<file path="src/rtl/sar_pkg.sv">
// rtl/sar_pkg.sv - shared state encoding and default constants for the SAR controller
package sar_pkg;

   localparam int NBITS_DEF        = 10;
   localparam int TRIM_BITS_DEF    = 5;
   localparam int CAL_ITT_DEF      = 7;
   localparam int NCH_DEF          = 4;
   localparam int MAX_AVG_LOG2_DEF = 3;

   typedef enum logic [2:0] {
      INIT,
      WAIT,
      SAMPLE,
      CONV,
      ACC,
      DONE,
      CAL
   } sar_state_t;

endpackage

</file>
<file path="src/rtl/sar_trim_cal.sv">
// rtl/sar_trim_cal.sv - comparator offset-trim calibration: majority vote per trim bit
module sar_trim_cal
   import sar_pkg::*;
#(
   parameter int TRIM_BITS = TRIM_BITS_DEF,
   parameter int CAL_ITT   = CAL_ITT_DEF
) (
   input  logic                 clk,
   input  logic                 rst,
   input  logic                 init,
   input  logic                 start,
   input  logic                 active,
   input  logic                 comp,
   output logic [TRIM_BITS-1:0] trim_val,
   output logic [TRIM_BITS-1:0] trim_mask,
   output logic                 done
);

   localparam int CW = $clog2(CAL_ITT + 1);
   localparam logic [TRIM_BITS-1:0] TRIM_MSB = {1'b1, {(TRIM_BITS-1){1'b0}}};

   logic [CW-1:0] itt_cnt;
   logic [CW-1:0] zero_cnt;
   logic [CW-1:0] zero_tot;
   logic          itt_last;

   // zero_tot includes the comparison being made this cycle
   assign zero_tot = zero_cnt + CW'(!comp);
   assign itt_last = (itt_cnt == CW'(CAL_ITT - 1));
   assign done     = active && itt_last && trim_mask[0];

   // Walk the trim bits MSB-first, keeping a bit when comp=0 wins the vote
   always_ff @(posedge clk or posedge rst) begin
      if (rst) begin
         trim_val  <= '0;
         trim_mask <= '0;
         itt_cnt   <= '0;
         zero_cnt  <= '0;
      end else if (init) begin
         trim_val <= TRIM_MSB;
      end else if (start) begin
         trim_val  <= '0;
         trim_mask <= TRIM_MSB;
         itt_cnt   <= '0;
         zero_cnt  <= '0;
      end else if (active) begin
         if (itt_last) begin
            if (zero_tot > CW'(CAL_ITT / 2))
               trim_val <= trim_val | trim_mask;
            trim_mask <= trim_mask >> 1;
            itt_cnt   <= '0;
            zero_cnt  <= '0;
         end else begin
            itt_cnt  <= itt_cnt + CW'(1);
            zero_cnt <= zero_tot;
         end
      end
   end

endmodule

</file>
<file path="src/rtl/sar_ctrl_gen.sv">
// rtl/sar_ctrl_gen.sv - SAR ADC sequencer with averaging, channel scan and trim calibration
module sar_ctrl_gen
   import sar_pkg::*;
#(
   parameter int NBITS        = NBITS_DEF,
   parameter int TRIM_BITS    = TRIM_BITS_DEF,
   parameter int CAL_ITT      = CAL_ITT_DEF,
   parameter int NCH          = NCH_DEF,
   parameter int MAX_AVG_LOG2 = MAX_AVG_LOG2_DEF
) (
   input  logic                            clk,
   input  logic                            rst,
   input  logic                            en,
   input  logic                            cal,
   input  logic                            scan,
   input  logic [$clog2(NCH)-1:0]          ch_start,
   input  logic [$clog2(MAX_AVG_LOG2+1)-1:0] avg_log2,
   input  logic                            comp,
   output logic                            valid,
   output logic [NBITS-1:0]                result,
   output logic [$clog2(NCH)-1:0]          result_ch,
   output logic                            busy,
   output logic [$clog2(NCH)-1:0]          ch_sel,
   output logic                            sample,
   output logic [NBITS-1:0]                ctlp,
   output logic [NBITS-1:0]                ctln,
   output logic [TRIM_BITS-1:0]            trim,
   output logic [TRIM_BITS-1:0]            trimb,
   output logic                            clkc
);

   localparam int CHW  = $clog2(NCH);
   localparam int AVW  = $clog2(MAX_AVG_LOG2 + 1);
   localparam int AVCW = MAX_AVG_LOG2 + 1;
   localparam int ACCW = NBITS + MAX_AVG_LOG2;
   localparam logic [NBITS-1:0] MSB = {1'b1, {(NBITS-1){1'b0}}};

   sar_state_t       state, state_nxt;
   logic             cal_lat, scan_lat, clk_en;
   logic [AVW-1:0]   avg_lat, avg_in;
   logic [AVCW-1:0]  avg_cnt;
   logic [NBITS-1:0] sar_reg, mask;
   logic [ACCW-1:0]  acc, acc_sum;
   logic             avg_last, ch_last;
   logic [TRIM_BITS-1:0] trim_val, trim_mask;
   logic             cal_done;

   assign avg_in   = (avg_log2 > AVW'(MAX_AVG_LOG2)) ? AVW'(MAX_AVG_LOG2) : avg_log2;
   assign acc_sum  = acc + ACCW'(sar_reg);
   assign avg_last = (avg_cnt == ((AVCW'(1) << avg_lat) - AVCW'(1)));
   assign ch_last  = (ch_sel == CHW'(NCH - 1));

   assign ctlp  = sar_reg | mask;
   assign ctln  = ~ctlp;
   assign trim  = trim_val | trim_mask;
   assign trimb = ~trim;
   assign clkc  = ~clk & clk_en;

   sar_trim_cal #(
      .TRIM_BITS (TRIM_BITS),
      .CAL_ITT   (CAL_ITT)
   ) u_trim_cal (
      .clk       (clk),
      .rst       (rst),
      .init      (state == INIT),
      .start     ((state == SAMPLE) && cal_lat && en),
      .active    (state == CAL),
      .comp      (comp),
      .trim_val  (trim_val),
      .trim_mask (trim_mask),
      .done      (cal_done)
   );

   // State register
   always_ff @(posedge clk or posedge rst) begin
      if (rst) state <= INIT;
      else     state <= state_nxt;
   end

   // Next-state decode and per-state strobes
   always_comb begin
      state_nxt = state;
      valid     = 1'b0;
      sample    = 1'b0;
      busy      = 1'b1;
      case (state)
         INIT: begin
            busy      = 1'b0;
            state_nxt = WAIT;
         end
         WAIT: begin
            busy = 1'b0;
            if (en) state_nxt = SAMPLE;
         end
         SAMPLE: begin
            sample = 1'b1;
            if (!en)         state_nxt = WAIT;
            else if (cal_lat) state_nxt = CAL;
            else             state_nxt = CONV;
         end
         CONV: begin
            if (!en)          state_nxt = WAIT;
            else if (mask[0]) state_nxt = ACC;
         end
         ACC: begin
            if (!en)           state_nxt = WAIT;
            else if (avg_last) state_nxt = DONE;
            else               state_nxt = SAMPLE;
         end
         DONE: begin
            valid = 1'b1;
            if (scan_lat && en && !ch_last && !cal_lat) state_nxt = SAMPLE;
            else                                         state_nxt = WAIT;
         end
         CAL: begin
            sample = 1'b1;
            if (cal_done) state_nxt = DONE;
         end
         default: state_nxt = INIT;
      endcase
   end

   // Conversion datapath: SAR register, averaging accumulator, channel and comparator clock gate
   always_ff @(posedge clk or posedge rst) begin
      if (rst) begin
         cal_lat   <= 1'b0;
         scan_lat  <= 1'b0;
         avg_lat   <= '0;
         avg_cnt   <= '0;
         ch_sel    <= '0;
         sar_reg   <= '0;
         mask      <= '0;
         acc       <= '0;
         result    <= '0;
         result_ch <= '0;
         clk_en    <= 1'b0;
      end else begin
         case (state)
            WAIT: if (en) begin
               cal_lat  <= cal;
               scan_lat <= scan;
               avg_lat  <= avg_in;
               ch_sel   <= ch_start;
               acc      <= '0;
               avg_cnt  <= '0;
               sar_reg  <= '0;
               mask     <= MSB;
               clk_en   <= 1'b1;
            end
            SAMPLE: if (!en) clk_en <= 1'b0;
            CONV: begin
               if (!en) begin
                  clk_en <= 1'b0;
               end else begin
                  if (comp) sar_reg <= sar_reg | mask;
                  mask <= mask >> 1;
               end
            end
            ACC: begin
               if (!en) begin
                  clk_en <= 1'b0;
               end else begin
                  acc <= acc_sum;
                  if (avg_last) begin
                     result    <= NBITS'(acc_sum >> avg_lat);
                     result_ch <= ch_sel;
                     clk_en    <= 1'b0;
                  end else begin
                     avg_cnt <= avg_cnt + AVCW'(1);
                     sar_reg <= '0;
                     mask    <= MSB;
                  end
               end
            end
            DONE: if (state_nxt == SAMPLE) begin
               ch_sel  <= ch_sel + CHW'(1);
               acc     <= '0;
               avg_cnt <= '0;
               sar_reg <= '0;
               mask    <= MSB;
               clk_en  <= 1'b1;
            end
            CAL: if (cal_done) clk_en <= 1'b0;
            default: ;
         endcase
      end
   end

endmodule

</file>
<file path="config.mk">
export PLATFORM = sky130hd
export DESIGN_NAME = sar_ctrl_gen
export DESIGN_NICKNAME = d
export VERILOG_FILES = /design/src/rtl/sar_pkg.sv /design/src/rtl/sar_trim_cal.sv /design/src/rtl/sar_ctrl_gen.sv
export SDC_FILE = /design/constraint.sdc
export NUM_CORES = 1
export LEC_CHECK = 0
export CORE_ASPECT_RATIO = 2
export CORE_UTILIZATION = 30
export DETAILED_ROUTE_END_ITERATION = 10
export GPL_ROUTABILITY_DRIVEN = 0
export SYNTH_ARGS = -nofsm -noshare
export SYNTH_HDL_FRONTEND = slang
export SYNTH_SLANG_ARGS = --single-unit
</file>
<file path="constraint.sdc">
create_clock -name clk -period 4.45 [get_ports clk]
set_input_delay 1.1125 -clock clk [delete_from_list [all_inputs] [get_ports clk]]
set_output_delay 1.1125 -clock clk [all_outputs]
set_load 0.05 [all_outputs]
</file>
== Yosys cells after proc, flatten, opt, wreduce, memory -nomap -nowiden ==
Index checks and enable logic that the tools add are counted.

* Flip-flop bits (word level): 75
* Input bits: 10
* Output and inout port bits: 48
* Logic and storage cells: 146

* Shift-type cells: 2
* Equality and inequality tests: 19
* Bitwise gates (word level): 7
* Reductions and logical operators: 34
* Mux-type cells: 60
* Magnitude comparators: 2
* Add/sub/neg operators: 6

{| class="wikitable"
|+ Operators by type and width
! cell !! count
|-
| 2-to-1 mux 10 bit || 11
|-
| one-hot mux 10 bit (4 select lines) || 2
|-
| 2-to-1 mux 3 bit || 14
|-
| 2-to-1 mux 5 bit || 8
|-
| 2-to-1 mux 13 bit || 3
|-
| one-hot mux 13 bit (3 select lines) || 1
|-
| one-hot mux 3 bit (7 select lines) || 1
|-
| 2-to-1 mux 4 bit || 4
|-
| inequality test 2 bit (second input constant) || 8
|-
| adder 13 x 10 -> 13 bit || 1
|-
| right shift 13 x 2 -> 10 bit || 1
|-
| equality test 3 bit (second input constant) || 4
|-
| one-hot mux 4 bit (3 select lines) || 1
|-
| AND reduction 3 bit || 4
|-
| AND reduction 6 bit || 2
|-
| nonzero test 3 bit || 4
|-
| inverter 10 bit || 1
|-
| OR 10 bit || 1
|-
| equality test 3 x 2 -> 1 bit (second input constant) || 3
|-
| 2-to-1 mux 1 bit || 9
|-
| 2-to-1 mux 2 bit || 4
|-
| logical AND 1 bit || 7
|-
| AND reduction 7 bit || 1
|-
| nonzero test 2 bit || 3
|-
| other kinds (26) || 32
|}

== Logic depth before layout (Yosys ltp) ==
Gate-level depths: netlist (run 1).

* Depth in word-level cells: 9
* Gate-level depth with buffers: 9
* Gate-level depth less buffers: 8

== Hierarchy ==
A second synthesis (run 1) with hierarchy kept.

* Cell total of the unflattened synthesis: 481
* Area total of the unflattened synthesis: 4,454.3 um^2

{| class="wikitable"
|+ By module, submodules not included
! module !! instances !! cells an instance !! seq. area each (um^2) !! area an instance (um^2)
|-
| sar_ctrl_gen || 1 || 394 || 1,476.4 || 3,599.7
|-
| sar_trim_cal || 1 || 87 || 400.4 || 854.6
|}

==> implementation parameters, run 1 <==
Parameter                              Value

Floorplanning
  Die Footprint    0.0155 mm²
  Initial cell density of the core    31.0%
  Count of standard-cell rows    62
  Core outline area    0.0145 mm²
  Number of ports placed on the die boundary    58
  DIE HEIGHT    175 µm
  Chip Width    88.5 µm

Logic synthesis
  EDFF count, synth    0
  Cell type with the largest total area after synthesis    sky130_fd_sc_hd__dfrtp_1
  Ys async rst share    100%
  Syn nets    518
  Count of state elements after synthesis    75
  Area of the mapped netlist    0.00449 mm²
  Sequential area share after synthesis    41.8%
  Cells after synthesis    493
  Mean cell area of the mapped netlist    9.11 µm²
  Leading post-synthesis cells by cell area    sky130_fd_sc_hd__dfrtp_1 (42%), sky130_fd_sc_hd__nand2_1 (5.3%), sky130_fd_sc_hd__ha_1 (3.9%), sky130_fd_sc_hd__o21ai_0 (3.5%), sky130_fd_sc_hd__nor2_1 (3.3%)
  Synth unique cells    81
  Fraction of post-synthesis cell area in the top cell type by area    41.8%
  Ys Warns    0
  Commonest register cell after synthesis    sky130_fd_sc_hd__dfrtp_1

Route
  Number of nets still failing antenna checks after routing    0
  Iteration-0 DRC Markers    255
  Routed WL per cell    17.3 µm
  Number of detailed-routing iterations run before antenna repair    4
  Post-route DRC    0
  Number of vias after detailed routing    3948
  Post-detailed-route via-to-cell ratio    5.33
  Total Wirelength    12800 µm

Timing
  Worst clock skew on the final layout    6.59 ps
  Headroom to the max-slew limit    41.9%
  Sum of negative setup slack    0 ps
  Unrepaired setup endpoints after global routing    no
  Least-Margin Pin Slew    872 ps
  Total of endpoints with negative setup slack in the final report    0
  Final Slew Violations    0
  Final hold violation count    0

CTS
  Worst skew pair latency    450 ps
  Post-CTS Repair Setup Buffers    0
  Clock-pin slew of the registers on the worst-case setup and hold paths    60 ps
  Clock tree from TritonCTS    yes

Pwr
  Sequential fraction of design power    30.4%
  Maximum ir drop on the vdd rail    0.360 mV
  Static Leak    2.51 nW
  Net switching component of the power    1.52 mW
  Switching power as a share of total power    44.7%
  Comb pwr share    42.9%
  Power Total    3.39 mW
  Power density over the cells    608 mW/mm²
  Share of power burned in the clock network    26.8%
  Internal power summed over all cells    1.88 mW

Finish
  Antenna cells    0
  Fin cells    741
  Total area of multi-input combinational cells    0.00238 mm²
  Largest register FFs    13
  Fraction of final layout cells sized beyond drive strength 1    12.0%
  Syn-to-layout area delta    24.3%
  Most used cells in the layout excluding fill and tap cells    sky130_fd_sc_hd__dfrtp_1 (75), sky130_fd_sc_hd__nand2_1 (64), sky130_fd_sc_hd__clkdlybuf4s50_1 (56)
  Area of all sequential standard cells    0.00188 mm²
  FILL cells    1461
  Register name with the most flops    acc
  Most common library cell in the layout ignoring fill and taps    sky130_fd_sc_hd__dfrtp_1
  Fin nets    569

Place
  Placed wire-length estimate after detailed placement    9790 µm
  Placed Instances    722
  Buffers added on ports    57

GRT
  Overflow left after global routing    0
  Pin count of the biggest net entering global routing    41
  Total routing resource utilization after global routing    17.8%
  Number of antenna violations at the first check in global routing    0
  Wire length of the first global-routing pass    20600 µm
  Number of global-route vias before repair    4054

Worst setup path
  Signal arrival time at the worst endpoint    3090 ps
  Maximum fanout encountered on the critical timing path    2
  Sort of element at the end of the critical path    primary output
  Critical setup path kind    clk2out
  Kind of launch point of the worst setup path    clock port
  Data required time at the worst endpoint    3340 ps

Status
  Result of the run    finished, final reports clean

Job
  Maximum Capacitance Violations    0

Worst hold path
  Class of the tightest hold or removal check    reg2reg
==> power by group through the flow <==
stage / sequential [mW] / combinational (mW) / clock (mW)
after CTS: 1.03 / 1.46 / 0.924
after detailed placement: 1.04 / 1.46 / 0.0348
after floorplan: 1.01 / 1.03 / 0.0245
after global placement: 1.03 / 1.44 / 0.0348
final: 1.03 / 1.45 / 0.908
after global routing: 1.06 / 1.56 / 0.950
==> routing by layer <==
layer / global-route usage (%) / up-vias / wire, µm
met4: 13.2 / 0 / 853
met1: 16.5 / 1925 / 4420
met3: 3.50 / 55 / 350
met2: 32.8 / 95 / 7190
li1: - / 1873 / -
met5: 0 / - / 0
==> worst max-delay path, stage by stage <==
cell                            delay [ps]
sky130_fd_sc_hd__clkbuf_16             120
sky130_fd_sc_hd__clkbuf_16             130
sky130_fd_sc_hd__nor2b_1                90
sky130_fd_sc_hd__dlygate4sd2_1         530
==> synth_stat cells (3+ instances only) <==
cell type,count
sky130_fd_sc_hd__dfrtp_1,75
sky130_fd_sc_hd__nand2_1,64
sky130_fd_sc_hd__nor2_1,39
sky130_fd_sc_hd__o21ai_0,31
sky130_fd_sc_hd__inv_1,28
sky130_fd_sc_hd__a21oi_1,24
sky130_fd_sc_hd__or2_2,17
sky130_fd_sc_hd__ha_1,14
sky130_fd_sc_hd__a22o_1,12
sky130_fd_sc_hd__a211oi_1,11
sky130_fd_sc_hd__a21o_1,8
sky130_fd_sc_hd__buf_2,8
sky130_fd_sc_hd__clkbuf_1,8
sky130_fd_sc_hd__nand3_1,8
sky130_fd_sc_hd__nor3_1,8
sky130_fd_sc_hd__nor2b_1,7
sky130_fd_sc_hd__o21a_1,7
sky130_fd_sc_hd__a31oi_1,6
sky130_fd_sc_hd__xnor2_1,6
sky130_fd_sc_hd__and2_1,5
sky130_fd_sc_hd__mux2i_1,5
sky130_fd_sc_hd__xor2_1,5
sky130_fd_sc_hd__mux2_2,4
sky130_fd_sc_hd__nand4_1,4
sky130_fd_sc_hd__nor4_1,4
sky130_fd_sc_hd__a221oi_1,3
sky130_fd_sc_hd__and3_1,3
sky130_fd_sc_hd__and4_1,3
sky130_fd_sc_hd__buf_1,3
sky130_fd_sc_hd__nand2b_1,3
sky130_fd_sc_hd__o2111ai_1,3
sky130_fd_sc_hd__o211ai_1,3
sky130_fd_sc_hd__o211ai_2,3
sky130_fd_sc_hd__o21ai_1,3
sky130_fd_sc_hd__o21bai_1,3
==> repair_timing <==
item	in CTS	in global routing
endpoints found under the setup margin	1	0
gates resized for setup	1	0
hold buffers	0	0
endpoints found under the hold margin	0	0
==> worst paths after layout <==
kind                                         from                     end  slack [ps]  cells past startpoint
max                                           clk                    clkc         240                      4
min                        u_trim_cal.trim_val[2]  u_trim_cal.trim_val[2]         480                      2
max reg2reg                            sar_reg[0]               result[5]        1680                      8
min reg2reg                u_trim_cal.trim_val[2]  u_trim_cal.trim_val[2]         480                      2
max in group asynchronous                     rst               ch_sel[1]        2490                      3
min in group asynchronous                     rst                 mask[4]        1160                      2
==> final cells by class <==
type,instances,share of cell area (%)
clock buffer,13,5.54
clock inverter,7,1.37
inverter,30,2.02
multi-input combinational,365,42.7
sequential,75,33.6
tap,192,4.30
timing repair buffer,59,10.4
==> kinds of logic after synthesis <==
group | after synthesis | share of synthesized area (%)
and+or+nand+nor | 181 | 20.1
AOI/OAI and AO/OA | 148 | 23.9
DFF | 75 | 41.8
buffers and inverters | 53 | 5.15
adders and majority gates | 15 | 4.35
xor gates and xnor gates | 11 | 2.15
muxes | 10 | 2.62
==> through the flow <==
stage / setup WS (ps) / instance area (µm²) / hold slack (ps) / util (%)
5_1_grt: 193 / 5580 / 508 / 38.5
4_1_cts: 231 / 5580 / 488 / 38.5
6_report: 244 / 5580 / 483 / 38.5
3_3_place_gp: 237 / 5200 / 466 / 35.9
3_5_place_dp: 237 / 5200 / 473 / 35.9
2_1_floorplan: 423 / 4490 / 447 / -
Note: power is estimated with default switching activity, not from simulation.
==> inputs of run 2 (changes only) <==
- SLEW_MARGIN: not set -> 20
==> results of run 2 <==
No change in the layout: final DEF, timing and power equal those of run 1.
==> inputs of run 3 (changes only) <==
- DONT_BUFFER_PORTS: not set -> 1
==> implementation parameters, run 3 (synthesized netlist as in run 1, its figures left out) <==
Parameter                              Value

Floorplanning
  Initial cell density of the core    31.0% (unchanged)
  Count of standard-cell rows    62 (unchanged)
  Number of ports placed on the die boundary    58 (unchanged)
  Die Footprint    0.0155 mm² (unchanged)
  Core outline area    0.0145 mm² (unchanged)
  DIE HEIGHT    175 µm (unchanged)
  Chip Width    88.5 µm (unchanged)

Timing
  Unrepaired setup endpoints after global routing    no
  Total of endpoints with negative setup slack in the final report    0 (unchanged)
  Sum of negative setup slack    0 ps (unchanged)
  Final Slew Violations    0 (unchanged)
  Headroom to the max-slew limit    31.8% (-10 points)
  Worst clock skew on the final layout    10.6 ps (+3.98 ps)
  Least-Margin Pin Slew    1020 ps (+148 ps)
  Final hold violation count    0 (unchanged)

Route
  Post-route DRC    0 (unchanged)
  Iteration-0 DRC Markers    245 (-3.9%)
  Total Wirelength    12800 µm (about the same)
  Number of detailed-routing iterations run before antenna repair    6 (+2)
  Routed WL per cell    18.7 µm (+8.3%)
  Post-detailed-route via-to-cell ratio    5.43 (+1.9%)
  Number of nets still failing antenna checks after routing    0 (unchanged)
  Number of vias after detailed routing    3714 (-5.9%)

Finish
  Register name with the most flops    acc
  Fraction of final layout cells sized beyond drive strength 1    13.4% (+1.4 points)
  FILL cells    1520 (+4.0%)
  Fin nets    512 (-10%)
  Most common library cell in the layout ignoring fill and taps    sky130_fd_sc_hd__dfrtp_1
  Most used cells in the layout excluding fill and tap cells    sky130_fd_sc_hd__dfrtp_1 (75), sky130_fd_sc_hd__nand2_1 (64), sky130_fd_sc_hd__nor2_1 (39)
  Antenna cells    0 (unchanged)
  Largest register FFs    13 (unchanged)
  Syn-to-layout area delta    11.9%

Worst setup path
  Signal arrival time at the worst endpoint    3210 ps (+120 ps)
  R2R cell count    8 (unchanged)
  Worst flop-to-flop path startpoint    sar_reg[0]
  Maximum fanout encountered on the critical timing path    2 (unchanged)
  FF-to-FF setup slack    1670 ps (about the same)
  Startpoint of the most critical setup path    clk
  Sort of element at the end of the critical path    primary output
  Data required time at the worst endpoint    3340 ps (about the same)
  Kind of launch point of the worst setup path    clock port
  Worst reg2reg path endpoint    result[4]
  Critical setup path kind    clk2out

Worst hold path
  Instance count along the most critical hold path    2 (unchanged)
  Class of the tightest hold or removal check    reg2reg
  Worst Min Path Start    u_trim_cal.trim_val[1]
  Sink of the worst hold path    u_trim_cal.trim_val[1]

Pwr
  Net switching component of the power    1.48 mW (-2.3%)
  Share of power burned in the clock network    29.3% (+2.5 points)
  Internal power summed over all cells    1.71 mW (-8.7%)
  Switching power as a share of total power    46.4% (+1.7 points)
  Sequential fraction of design power    34.9% (+4.5 points)
  Power density over the cells    636 mW/mm² (+4.6%)
  Maximum ir drop on the vdd rail    0.208 mV (-42%)
  Static Leak    2.30 nW (-8.2%)
  Power Total    3.19 mW (-5.9%)
  Comb pwr share    35.8% (-7.1 points)

Place
  Placed wire-length estimate after detailed placement    9910 µm (+1.2%)
  Buffers added on ports    0 (-100%)

Job
  Maximum Capacitance Violations    0 (unchanged)

CTS
  Worst skew pair latency    460 ps (about the same)
  Total of cells resized after clock tree synthesis    0 (-1)
  Post-CTS Repair Setup Buffers    0 (unchanged)
  Clock-pin slew of the registers on the worst-case setup and hold paths    60 ps (about the same)
  Clock tree from TritonCTS    yes
  Cts hold-fix bufs    0 (unchanged)

Status
  Result of the run    finished, final reports clean

GRT
  Pin count of the biggest net entering global routing    37 (-9.8%)
  Number of antenna violations at the first check in global routing    0 (unchanged)
  Number of global-route vias before repair    3875 (-4.4%)
  Wire length of the first global-routing pass    20200 µm (-1.9%)
  Overflow left after global routing    0 (unchanged)
  Total routing resource utilization after global routing    18.0% (+0.15 points)
==> run 3: cell count changes in the layout (fill, tap and decap cells not counted) <==
cell and change:
sky130_fd_sc_hd__clkbuf_8 +3, sky130_fd_sc_hd__dlygate4sd2_1 -1, sky130_fd_sc_hd__clkdlybuf4s50_1 -56, sky130_fd_sc_hd__inv_6 -1
sky130_fd_sc_hd__clkinvlp_4 -1, sky130_fd_sc_hd__clkinv_2 +1, sky130_fd_sc_hd__clkinv_4 -2
==> run 3: through the flow <==
stage / hold WS (ps) / util (%) / cells / area [µm²] / setup WS (ps)
after global routing: 524 / 34.6 / 684 / 5020 / 93.7
final: 485 / 34.6 / 684 / 5020 / 124
after CTS: 491 / 34.6 / 684 / 5020 / 111
after detailed placement: 476 / 31.9 / 665 / 4630 / 423
after floorplan: 447 / - / 493 / 4490 / 423
after global placement: 469 / 31.9 / 665 / 4630 / 423
==> run 3: worst max path at each step <==
| stage | endpoint | slack, ps | cells past startpoint |
|---|---|---|---|
| 6_report | clkc | 120 | 3 |
| 5_1_grt | clkc | 90 | 3 |
| 4_1_cts | clkc | 110 | 3 |
| 3_5_place_dp | clkc | 420 | 1 |
| 3_3_place_gp | clkc | 420 | 1 |
| 2_1_floorplan | clkc | 420 | 1 |
==> run 3: worst max-delay path, stage by stage <==
cell and delay (ps):
sky130_fd_sc_hd__clkbuf_16 120, sky130_fd_sc_hd__clkbuf_16 130, sky130_fd_sc_hd__nor2b_1 740
==> run 3: power groups by stage <==
stage | Clock (mW) | Sequential, mW | Combinational [mW]
final | 0.935 | 1.12 | 1.14
after global routing | 0.980 | 1.14 | 1.24
after CTS | 0.948 | 1.12 | 1.15
after detailed placement | 0.0245 | 1.13 | 1.15
after global placement | 0.0245 | 1.12 | 1.13
after floorplan | 0.0245 | 1.01 | 1.03
==> run 3: layout make-up <==
cell class	count	area [µm²]	share of cell area [%]
Clock buffer	15	342	6.80
Clock inverter	4	47.5	0.946
Inverter	30	113	2.24
Multi-Input combinational cell	365	2380	47.4
Sequential cell	75	1880	37.4
Tap cell	192	240	4.78
Timing Repair Buffer	3	22.5	0.448
==> run 3: metal layers <==
metal	vias to the layer above	routed length [µm]	track usage (%)
li1	1758	-	-
met1	1829	4130	15.3
met2	79	7540	34.1
met3	48	355	4.25
met4	0	777	12.8
met5	-	0	0
